`src/rtl/param_universal_shift_reg.sv`:
```
// param_universal_shift_reg: universal shift register that runs multi-step shift/rotate commands over a handshake
module param_universal_shift_reg #(
    parameter int WIDTH = 8,
    parameter int CNT_W = 4
) (
    input  logic             clk,
    input  logic             clear,
    input  logic             cmd_valid,
    output logic             cmd_ready,
    input  logic [2:0]       cmd_op,
    input  logic [CNT_W-1:0] cmd_cnt,
    input  logic [WIDTH-1:0] pdata_in,
    input  logic             sin,
    output logic [WIDTH-1:0] pdata_out,
    output logic             sout,
    output logic             busy,
    output logic             done,
    output logic             err
);
    localparam logic [1:0] IDLE  = 2'd0;
    localparam logic [1:0] SHIFT = 2'd1;
    localparam logic [1:0] DONE  = 2'd2;
    localparam logic [2:0] LOAD = 3'd0, SHL = 3'd1, SHR = 3'd2, ROL = 3'd3, ROR = 3'd4;
    logic [1:0]       state;
    logic [2:0]       op;
    logic [CNT_W-1:0] rem;
    logic [WIDTH-1:0] q, nq;
    logic             sout_r, err_r, nsout;
    always_comb begin
        nq = op == SHL ? {q[WIDTH-2:0], sin} :
             op == SHR ? {sin, q[WIDTH-1:1]} :
             op == ROL ? {q[WIDTH-2:0], q[WIDTH-1]} :
             op == ROR ? {q[0], q[WIDTH-1:1]} :
                         {q[WIDTH-1], q[WIDTH-1:1]};
        nsout = (op == SHL || op == ROL) ? q[WIDTH-1] : q[0];
    end
    always_ff @(posedge clk or posedge clear) begin
        if (clear) begin
            state  <= IDLE;
            op     <= LOAD;
            rem    <= '0;
            q      <= '0;
            sout_r <= 1'b0;
            err_r  <= 1'b0;
        end else begin
            case (state)
                IDLE: if (cmd_valid) begin
                    op    <= cmd_op;
                    err_r <= cmd_op > 3'd5;
                    rem   <= cmd_cnt;
                    if (cmd_op == LOAD)
                        q <= pdata_in;
                    // LOAD, illegal ops and zero-step shifts all finish without stepping
                    state <= (cmd_op == LOAD || cmd_op > 3'd5 || cmd_cnt == '0) ? DONE : SHIFT;
                end
                SHIFT: begin
                    q      <= nq;
                    sout_r <= nsout;
                    rem    <= rem - 1'b1;
                    if (rem == CNT_W'(1))
                        state <= DONE;
                end
                default: state <= IDLE;
            endcase
        end
    end
    assign cmd_ready = state == IDLE;
    assign busy      = !cmd_ready;
    assign done      = state == DONE;
    assign err       = done && err_r;
    assign pdata_out = q;
    assign sout      = sout_r;
endmodule

```
`config.mk`:
```
export PLATFORM = sky130hd
export DESIGN_NAME = param_universal_shift_reg
export DESIGN_NICKNAME = d
export VERILOG_FILES = /design/src/rtl/param_universal_shift_reg.sv
export SDC_FILE = /design/constraint.sdc
export NUM_CORES = 1
export LEC_CHECK = 0
export ABC_AREA = 1
export BUFFER_PORTS_ARGS = -buffer_cell sky130_fd_sc_hd__buf_2
export CELL_PAD_IN_SITES_DETAIL_PLACEMENT = 1
export CELL_PAD_IN_SITES_GLOBAL_PLACEMENT = 1
export CORE_MARGIN = 2
export CORE_UTILIZATION = 39
export CTS_CLUSTER_DIAMETER = 50
export DETAILED_ROUTE_END_ITERATION = 10
export PLACE_DENSITY = 0.92
export SYNTH_ARGS = -nofsm -noshare
export SYNTH_HDL_FRONTEND = slang
export SYNTH_SLANG_ARGS = --single-unit
```
`constraint.sdc`:
```
create_clock -name clk -period 3.7 [get_ports clk]
set_clock_uncertainty 0.05 [all_clocks]
set_input_delay 0.185 -clock clk [delete_from_list [all_inputs] [get_ports clk]]
set_output_delay 0.185 -clock clk [all_outputs]
set_load 0.005 [all_outputs]
```
======== Word-level counts from Yosys, hierarchy flattened ========
Index checks and enable logic that the tools add are counted.
Widths: inputs -> output; s select.
operators by class
  mux-type cells .......................... 14
  reduce and logical (&&, ||, !) cells .... 14
  multiply operators ...................... 0
  shift-type cells ........................ 0
  divide/modulo/power cells ............... 0
  magnitude comparators ................... 1
  bitwise gates (word level) .............. 0
  add/sub/neg operators ................... 1
  equality and inequality tests ........... 11
operators by type and width
  cell                 number
  $mux 8               6
  $pmux 8 s2           1
  $pmux 4 s2           1
  $eq 3x2->1 const B   2
  $mux 2               3
  $reduce_and 2->1     3
  $ne 5x5->1 const B   1
  $eq 4x1->1 const B   1
  $logic_not 4->1      1
  $mux 4               1
  $ne 2x2->1 const B   2
  $pmux 2 s2           1
  $reduce_and 4->1     1
  $sub 4x1->4 const B  1
  $eq 3x1->1 const B   1
  $eq 3x3->1 const B   1
  $gt 3x3->1 const B   1
  $logic_not 3->1      1
  $logic_or 1x1->1     3
  $reduce_and 3->1     1
  $eq 2x1->1 const B   1
  $eq 2x2->1 const B   1
  $logic_not 2->1      1
  $ne 2x1->1 const B   1
  4 further kinds      4
storage, ports and cells
  latch bits .............................. 0
  output and inout bits ................... 13
  input bits .............................. 19
  memories kept ........................... 0
  memory bits (read-only) ................. 0
  logic and storage cells ................. 48
  register bits ........................... 19
  memory bits (writable) .................. 0

======== Depth between registers and ports, before layout ========
Gate-level depths: netlist (run 1).
  word-level depth ........................ 6
  gate-level depth with buffers ........... 8
  depth with buffers taken out ............ 8

======== Worst setup path before layout (run 1) ========
Ideal clock, no wire load.
  path kind ............................... flip-flop to flip-flop
  from .................................... register rem[0]
  to ...................................... register rem[2]
  setup slack ............................. 2.502 ns
  stages on the path, launching flop included .. 6
  arrival time ............................ 1.010 ns
  period minus slack after synthesis ...... 1.198 ns
  data required time ...................... 3.513 ns
  cell sequence ........................... dfrtp_1 > inv_1 > ha_1 > or2_2 > nand3_1 > o221ai_1
between the ends
  longest elaborated chain between the ends .. 2
RTL lines
  element                   line  RTL
  start: declaration        26    logic [CNT_W-1:0] rem;
  start signal: assignment  50    rem <= cmd_cnt;
  start signal: assignment  59    rem <= rem - 1'b1;
  $sub 4x1->4               59
  $pmux 4 s2                46    case (state)
Every way passes these cells.
A chain may end at the register's enable or synchronous reset.

======== Worst setup path in the final report (run 1) ========
  from .................................... register state[1]
  to ...................................... register q[7] (netlist: pdata_out[7])
between the ends
  longest elaborated chain between the ends .. 3
RTL lines
  element                                               line  RTL
  start: declaration                                    24    logic [1:0] state;
  start signal: assignment                              54    state <= (cmd_op == LOAD || cmd_op > 3'd5 || cmd_cnt == '0) ? DONE : SHIFT;
  $eq 2x1->1 / $logic_not 2->1 (equally long branches)  46
  $ne 5x5->1 (no line) (tied with other cells)          -
  $reduce_and 4->1 (no line)                            -
  end signal: assignment                                52    q <= pdata_in;
  end signal: assignment                                57    q <= nq;
  end: declaration                                      27    logic [WIDTH-1:0] q, nq;
Several ways; a longest one is shown, not always the timed one.

==> results of run 1 <==
==> worst max-delay path, stage by stage, from the launching register on <==
cell     delay (ns)
dfrtp_1        0.48
nor2_4         0.35
inv_4          0.17
nand2_4        0.14
nand2_1        0.08
nand2_1        0.07
nand2_1        0.06
==> logic make-up after synthesis <==
family                   after synthesis  share of synthesized area [%]
flip-flops                            19                           40.6
adder cells (fa/ha/maj)                2                           2.14
AND/OR/NAND/NOR                       75                           29.4
XOR/XNOR                               1                          0.748
buffers and inverters                 27                           10.6
AO/OA/AOI/OAI                         33                           16.6
==> final cells by class <==
class                           instances  share of cell area (%)
Timing Repair Buffer                   32                    12.1
Multi-Input combinational cell        111                    41.8
Clock buffer                            4                    1.92
Tap cell                               31                    2.84
Inverter                               23                    6.50
Sequential cell                        19                    34.8
==> stage by stage <==
stage	hold WS [ns]	total power, W
2_1_floorplan	0.0861	0.000899
3_3_place_gp	0.293	0.00104
3_5_place_dp	0.305	0.00108
4_1_cts	0.0829	0.00120
5_1_grt	0.117	0.00131
6_report	0.0891	0.00118
==> metal layers <==
metal | wire length (um) | GRT usage [%] | vias up
li1 | - | - | 569
met1 | 1300 | 23.2 | 564
met2 | 1610 | 35.9 | 29
met3 | 125 | 1.98 | 4
met4 | 49 | 6.17 | 0
met5 | 0 | 0 | -
==> how the worst max path moves through the flow <==
stage                  start      endpoint  slack, ns
floorplan             rem[0]        rem[2]       2.50
global placement    state[1]  pdata_out[7]       2.30
detailed placement  state[1]  pdata_out[7]       2.22
CTS                 state[1]  pdata_out[7]       2.20
global route        state[0]  pdata_out[7]       2.11
finish              state[1]  pdata_out[7]       2.20
==> placed cells by master (no fill, tap or decap), drive strengths merged <==
| cell | synthesis | layout |
|---|---|---|
| a21oi | 8 | 8 |
| and3 | 1 | 1 |
| buf | 4 | 31 |
| clkbuf | 0 | 4 |
| dfrtp | 19 | 19 |
| dlygate4sd3 | 0 | 1 |
| ha | 2 | 2 |
| inv | 23 | 23 |
| nand2 | 38 | 38 |
| nand3 | 12 | 12 |
| nand4 | 1 | 1 |
| nor2 | 22 | 22 |
| o211ai | 6 | 6 |
| o21ai | 17 | 17 |
| o221ai | 2 | 2 |
| or2 | 1 | 1 |
| xor2 | 1 | 1 |
==> power groups by stage <==
stage	Combinational [W]	Sequential (W)	Clock (W)
3_3_place_gp	0.000622	0.000416	0
2_1_floorplan	0.000496	0.000403	0
6_report	0.000651	0.000419	0.000112
4_1_cts	0.000661	0.000420	0.000114
3_5_place_dp	0.000658	0.000424	0
5_1_grt	0.000754	0.000432	0.000123
==> sequential cells by signal, indices dropped and copies added, names as in the netlist <==
signal	flops
err_r	1
sout	1
state	2
pdata_out	8
rem	4
op	3
==> results.cfg, run 1 <==
[clock_network]
clk_latency_ns = 0.31
clk_pin_slew_ns = 0.11
cts_tree = built
clock-sinks = 19
cts-resized-gates = 0
cts.htree.levels = 1
cts_setup_buffers = 0
clk_path_buf_depth = 2
root_buffer = clkbuf_4
cts_buffers = 3
ctsHoldBuffers = 1

[cells_and_area]
final_core_util_pct = 48.7
nNetsFinal = 211
design_area_sq_mm = 0.00137
drive_gt1_share_pct = 25.9
finalNonFillerCells = 220
multi_input_area_sq_um = 572
regArea_sq_um = 475
area_growth_syn_to_layout_pct = 16.7
nFillCells = 385
num_antenna_cells = 0

[timing]
worst_slew_pin_slew_ns = 0.762
fin_tns_setup_ns = 0
post-route-min-period_ns = 1.50
period_share_pct = 40.6
rsz0062_at_grt = no
max_freq_mhz = 665
max_slew_margin_pct = 49.2
worst_slack_ns = 2.20
setup_viol = 0
final_hold_viol_count = 0
maxSlewViolCount = 0

[power_and_ir_drop]
powerDensity_mw_per_mm2 = 865
ir_drop_mv = 0.293
p_leak_nw = 0.718
p_sw_share_pct = 48.7
combPwrFrac_pct = 55.1
p_seq_share_pct = 35.5
p_switching_w = 0.000576
clkPwrFrac_pct = 9.5
intPower_w = 0.000606

[drt]
drtIter0Drc = 41
detail-route-antenna-nets = 0
via_per_inst = 5.30
wl_per_cell_um = 14.0
wirelength_mm = 3.09
vias = 1166
drc = 3
drtPass1Iterations = 7

[critical_path]
critPathRequiredTime_ns = 3.86
r2r-end = pdata_out[7]
regToRegSetupSlack_ns = 2.20
setup.worst_path.end_class = register
start_kind = register
ff2ff_path_depth = 6
critical_path_class = register to register
cp.arrival_ns = 1.66
crit_fanout = 17
r2r-start = state[1]

[synthesis]
synth_top_cell_area_share_pct = 40.6
async_reset_ff_share_pct = 100
ys_ff_latch = 19
synthCells = 157
synth_area_sq_mm = 0.00117
synth_cell_type_count = 26
synthTopCellsByCount = 35 x nand2_1, 19 x dfrtp_1, 18 x inv_1, 18 x nor2_1, 14 x o21ai_1
yosys-top-cells-area = dfrtp_1 41%, nand2_1 11%, o21ai_1 6.0%
syn_nets = 178
yosysMostFrequentCell = nand2_1
ys.flop_type = dfrtp_1
yosysTopAreaCell = dfrtp_1
avgSynthCellArea_sq_um = 7.46
yosysSeqAreaShare_pct = 40.6
ys_warn_count = 0
synth_edf_count = 0

[floorplan]
rows = 19
core_sq_mm = 0.00281
die_area_sq_mm = 0.00346
die_w_um = 58.8
pin_count = 32
initial_core_util_pct = 41.7
dieHeight_um = 58.8

[hold_path]
min_to = op[0]
worst_hold_path.num_cells = 3
min-delay-start = cmd_op[0]
hold_path.class = input pin to register

[flow_run]
max-cap-violations = 0

[place]
dp_cells = 215
gp_congestion = 0.853
dp_slack_ns = 2.22
post-dp-hpwl_mm = 2.43
io_buffer_count = 31
placed_area_sq_mm = 0.00133

[global_routing]
gr-total-overflow = 0
antenna_found_initial = 0
first_global_vias = 1207
grt_max_degree = 20
grt.total_usage_pct = 19.4
grt_first_pass_wirelength_mm = 5.23

[run_status]
violations = design-rule violations
outcome = finished with violations
(Power assumes the default switching activity.)
==> inputs of run 2 (changes only) <==
- CORE_UTILIZATION: 39 -> 36
- PLACE_DENSITY: 0.92 -> 0.86
- clock period: 3.7 -> 1.4 ns (I/O delays scaled with it)
==> results.cfg, run 2 (same netlist as run 1, synthesis figures left out) <==
[run_status]
outcome = finished clean

[drt]
drtPass1Iterations = 4
detail-route-antenna-nets = 0
vias = 1192
wl_per_cell_um = 13.1
drc = 0
wirelength_mm = 3.21
via_per_inst = 4.87
drtIter0Drc = 22

[clock_network]
clk_path_buf_depth = 2
clock-sinks = 19
root_buffer = clkbuf_4
clk_pin_slew_ns = 0.11
cts_tree = built
cts.htree.levels = 1
clk_latency_ns = 0.30
cts_buffers = 3

[critical_path]
crit_top_cell = nand2_1
slowest_delay_ns = 0.54
critPathRequiredTime_ns = 1.54
critical_path_class = input pin to register
critical_path.cell_chain = dlygate4sd3_1 > buf_2 > nor2_1 > nand3_4 > nand2_4 > nand2_1 > nand2_1 > nand2_1
start_kind = input pin
setup.worst_path.end_class = register
crit_buf_inv = 2
cp.arrival_ns = 1.51
critPathTopFamily = simple AND/OR/NAND/NOR gates
crit_fanout = 9
crit_slowest_cell = dlygate4sd3_1

[timing]
period_share_pct = 97.7
fin_tns_setup_ns = 0
max_freq_mhz = 731
max_slew_margin_pct = 81.3
rsz0062_at_grt = yes
final_hold_viol_count = 0
post-route-min-period_ns = 1.37
worst_slew_pin_slew_ns = 0.279
setup_viol = 0
worst_slack_ns = 0.0327
maxSlewViolCount = 0

[floorplan]
rows = 20
core_sq_mm = 0.00308
die_w_um = 61.0
initial_core_util_pct = 38.0
dieHeight_um = 61.0
die_area_sq_mm = 0.00373
pin_count = 32

[cells_and_area]
final_cell_mix = 34 x nand2_1, 31 x buf_2, 18 x inv_1, 18 x nor2_1, 18 x dfrtp_1
nFillCells = 401
area_growth_syn_to_layout_pct = 28.3
multi_input_area_sq_um = 584
final_core_util_pct = 48.8
largest_reg_flops = 8
num_antenna_cells = 0
final_common_cell = nand2_1
drive_gt1_share_pct = 28.9
regArea_sq_um = 477
nNetsFinal = 223

[place]
gp_congestion = 0.816
post-dp-hpwl_mm = 2.39
dp_slack_ns = 0.0239
io_buffer_count = 31

[power_and_ir_drop]
ir_drop_mv = 0.776
p_leak_nw = 0.781
powerDensity_mw_per_mm2 = 2180

[global_routing]
grt.total_usage_pct = 19.6
gr-total-overflow = 0
grt_max_degree = 20
first_global_vias = 1235
grt_first_pass_wirelength_mm = 5.48
antenna_found_initial = 0

[flow_run]
max-cap-violations = 0

[hold_path]
hold_path.class = input pin to register
[run 2: path summary, 6_finish.rpt]
check                               start           end  slack, ns  depth (start not counted)
worst max-delay path            cmd_op[0]  pdata_out[7]       0.03                          8
worst min-delay path            cmd_op[2]         err_r       0.02                          3
worst max register to register   state[1]  pdata_out[7]       0.08                          8
worst min register to register       sout          sout       0.45                          2
max in group asynchronous           clear      state[1]       0.78                          4
min in group asynchronous           clear  pdata_out[2]       0.29                          4
[run 2: final cells by class]
type                    instances  area share [%]
clock buffers                   3            1.50
clock inverters                 1           0.333
inverters                      23            5.91
multi-input cells             111            38.9
flip-flops and latches         19            31.7
well taps                      44            3.66
repair buffers                 44            18.0
[run 2: what timing repair did]
action                                  4_1_cts  5_1_grt
pin swaps                                     1        1
endpoints found under the setup margin        1        9
gates resized for setup                       0        5
setup buffers                                 0        4
hold buffers                                  7        0
cloned                                        0        0
hold endpoints to repair                     25        0
[run 2: stage by stage]
stage	instances	hold WS, ns	cell area [sq um]	power [W]
finish	245	0.0179	1500	0.00327
detailed placement	230	0.0646	1360	0.00287
CTS	241	0.0000418	1460	0.00319
global route	245	0.00634	1500	0.00364
global placement	230	0.0573	1360	0.00277
floorplan	157	-0.0289	1170	0.00238
[run 2: routing by layer]
layer  part of all wire [%]  global-route usage, %
met1                     45                   24.1
met2                     51                   35.7
met3                    3.5                   3.15
met4                   0.22                   4.66
met5                      0                      0
[run 2: where the power goes]
part           internal (W)  switching [W]
Clock              0.000106       0.000175
Combinational      0.000779        0.00112
Sequential         0.000834       0.000260
Total               0.00172        0.00155
[run 2: worst reg2reg max path, delay by kind of cell (launching register included)]
kind          cells  cell delay, ns
flops             1            0.47
simple gates      5            0.37
buf+inv           3            0.33
==> inputs of run 3 (changes only) <==
- CORE_UTILIZATION: 36 -> 33
- PLACE_DENSITY: 0.86 -> 0.84
- clock period: 1.4 -> 1.1 ns (I/O delays scaled with it)
==> results.cfg, run 3 (same netlist as run 1, synthesis figures left out) <==
[cells_and_area]
area_growth_syn_to_layout_pct = 66.2
nFillCells = 439
num_antenna_cells = 0
nNetsFinal = 251
multi_input_area_sq_um = 727
regArea_sq_um = 478
largest_reg_flops = 8
final_cell_mix = 28 x nand2_1, 28 x buf_2, 17 x dfrtp_1
drive_gt1_share_pct = 46.3

[run_status]
violations = negative setup slack
outcome = finished with violations

[drt]
detail-route-antenna-nets = 0
vias = 1395
wl_per_cell_um = 17.1
drtIter0Drc = 67
wirelength_mm = 4.71
via_per_inst = 5.07
drc = 0
drtPass1Iterations = 4

[critical_path]
start_kind = register
crit_top_cell = buf_6
worstSetupStartpoint = state[1]
crit_end = busy
critical_path.cell_chain = nor2_4 > buf_6 > inv_2 > buf_6
setup.worst_path.end_class = output pin
crit_fanout = 4
critical_path_class = register to output pin
critPathRequiredTime_ns = 1.00
cp.arrival_ns = 1.26
r2r-start = state[0]
regToRegSetupSlack_ns = -0.26
crit_slowest_cell = dfrtp_2
slowest_delay_ns = 0.49
r2r-end = pdata_out[0]
ff2ff_path_depth = 7

[timing]
fin_tns_setup_ns = -4.32
period_share_pct = 124
maxSlewViolCount = 0
setup_viol = 23
worst_slack_ns = -0.261
worst_slew_pin_slew_ns = 0.357
post-route-min-period_ns = 1.36
final_hold_viol_count = 0
max_freq_mhz = 735
max_slew_margin_pct = 76.1
rsz0062_at_grt = yes

[flow_run]
max-cap-violations = 0

[floorplan]
pin_count = 32
rows = 21
die_w_um = 63.6
initial_core_util_pct = 34.8
core_sq_mm = 0.00336
die_area_sq_mm = 0.00404
dieHeight_um = 63.6

[power_and_ir_drop]
p_seq_share_pct = 24.6
intPower_w = 0.00311
combPwrFrac_pct = 68.5
p_sw_share_pct = 47.1
clkPwrFrac_pct = 6.9
powerDensity_mw_per_mm2 = 3030
p_switching_w = 0.00278
finalPower_w = 0.00589
p_leak_nw = 0.947
ir_drop_mv = 1.34

[hold_path]
worst_hold_path.num_cells = 3
hold_path.class = input pin to register

[place]
io_buffer_count = 31
post-dp-hpwl_mm = 2.60
gp_congestion = 0.817

[clock_network]
cts.htree.levels = 1
clk_latency_ns = 0.34
cts_tree = built
clk_pin_slew_ns = 0.14
clk_path_buf_depth = 2
clock-sinks = 19
root_buffer = clkbuf_4
cts_buffers = 3

[global_routing]
antenna_found_initial = 0
gr-total-overflow = 0
grt_first_pass_wirelength_mm = 7.38
first_global_vias = 1491
grt.total_usage_pct = 24.2
grt_max_degree = 20
run 3: changes by cell type in the layout (fill, tap and decap cells not counted), sizes merged:
| cell | delta |
|---|---|
| nand2 | +1 |
| dlygate4sd3 | +5 |
| inv | +1 |
| buf | +21 |
run 3: worst max-delay path, delay by kind of cell (launching register included):
family	cells	cell delay (ns)
AND/OR/NAND/NOR	1	0.15
flip-flops	1	0.49
buffers and inverters	3	0.26
run 3: stage by stage:
| step | cell area, sq um | setup WS [ns] | hold WS [ns] | util (%) | instances |
|---|---|---|---|---|---|
| final | 1950 | -0.261 | 0.0173 | 57.9 | 275 |
| after global routing | 1950 | -0.298 | 0.0510 | 57.9 | 275 |
| after CTS | 1870 | -0.228 | 0.00225 | 55.5 | 272 |
| after detailed placement | 1510 | -0.158 | 0.0472 | 44.8 | 248 |
| after global placement | 1510 | -0.109 | 0.0451 | 44.8 | 248 |
| after floorplan | 1190 | -0.0325 | -0.0439 | - | 157 |
run 3: worst min-delay path by stage:
stage | start | end | slack (ns)
3_5_place_dp | clear | pdata_out[1] | 0.05
5_1_grt | cmd_cnt[2] | rem[2] | 0.05
3_3_place_gp | clear | pdata_out[1] | 0.05
4_1_cts | cmd_cnt[2] | rem[2] | 0.002
2_1_floorplan | clear | err_r | -0.04
6_report | cmd_cnt[2] | rem[2] | 0.02
run 3: what timing repair did:
item | 4_1_cts | 5_1_grt
pin swaps | 11 | 11
setup endpoints to repair | 24 | 24
gates cloned | 3 | 0
setup buffers | 6 | 3
resized for setup | 36 | 15
hold buffers | 12 | 0
endpoints found under the hold margin | 30 | 0
run 3: layer usage:
metal | vias to the layer above | GRT usage [%] | wire length (um)
met3 | 9 | 3.57 | 142
met1 | 685 | 25.3 | 1750
li1 | 662 | - | -
met2 | 39 | 47.8 | 2710
met4 | 0 | 8.97 | 106
met5 | - | 0 | 0
run 3: area by class of cell:
cell class / instances / area share (%)
timing repair inverter: 1 / 0.193
tap: 46 / 2.96
clock buffer: 3 / 1.16
multi-input combinational: 112 / 37.3
inverter: 23 / 5.08
sequential: 19 / 24.6
timing repair buffer: 70 / 28.5
clock inverter: 1 / 0.257
run 3: power groups by stage:
| stage | combinational, W | sequential (W) | clock, W |
|---|---|---|---|
| final | 0.00403 | 0.00145 | 0.000409 |
| after global routing | 0.00437 | 0.00150 | 0.000438 |
| after CTS | 0.00357 | 0.00142 | 0.000404 |
| after detailed placement | 0.00274 | 0.00142 | 0 |
| after global placement | 0.00264 | 0.00141 | 0 |
| after floorplan | 0.00173 | 0.00138 | 0 |
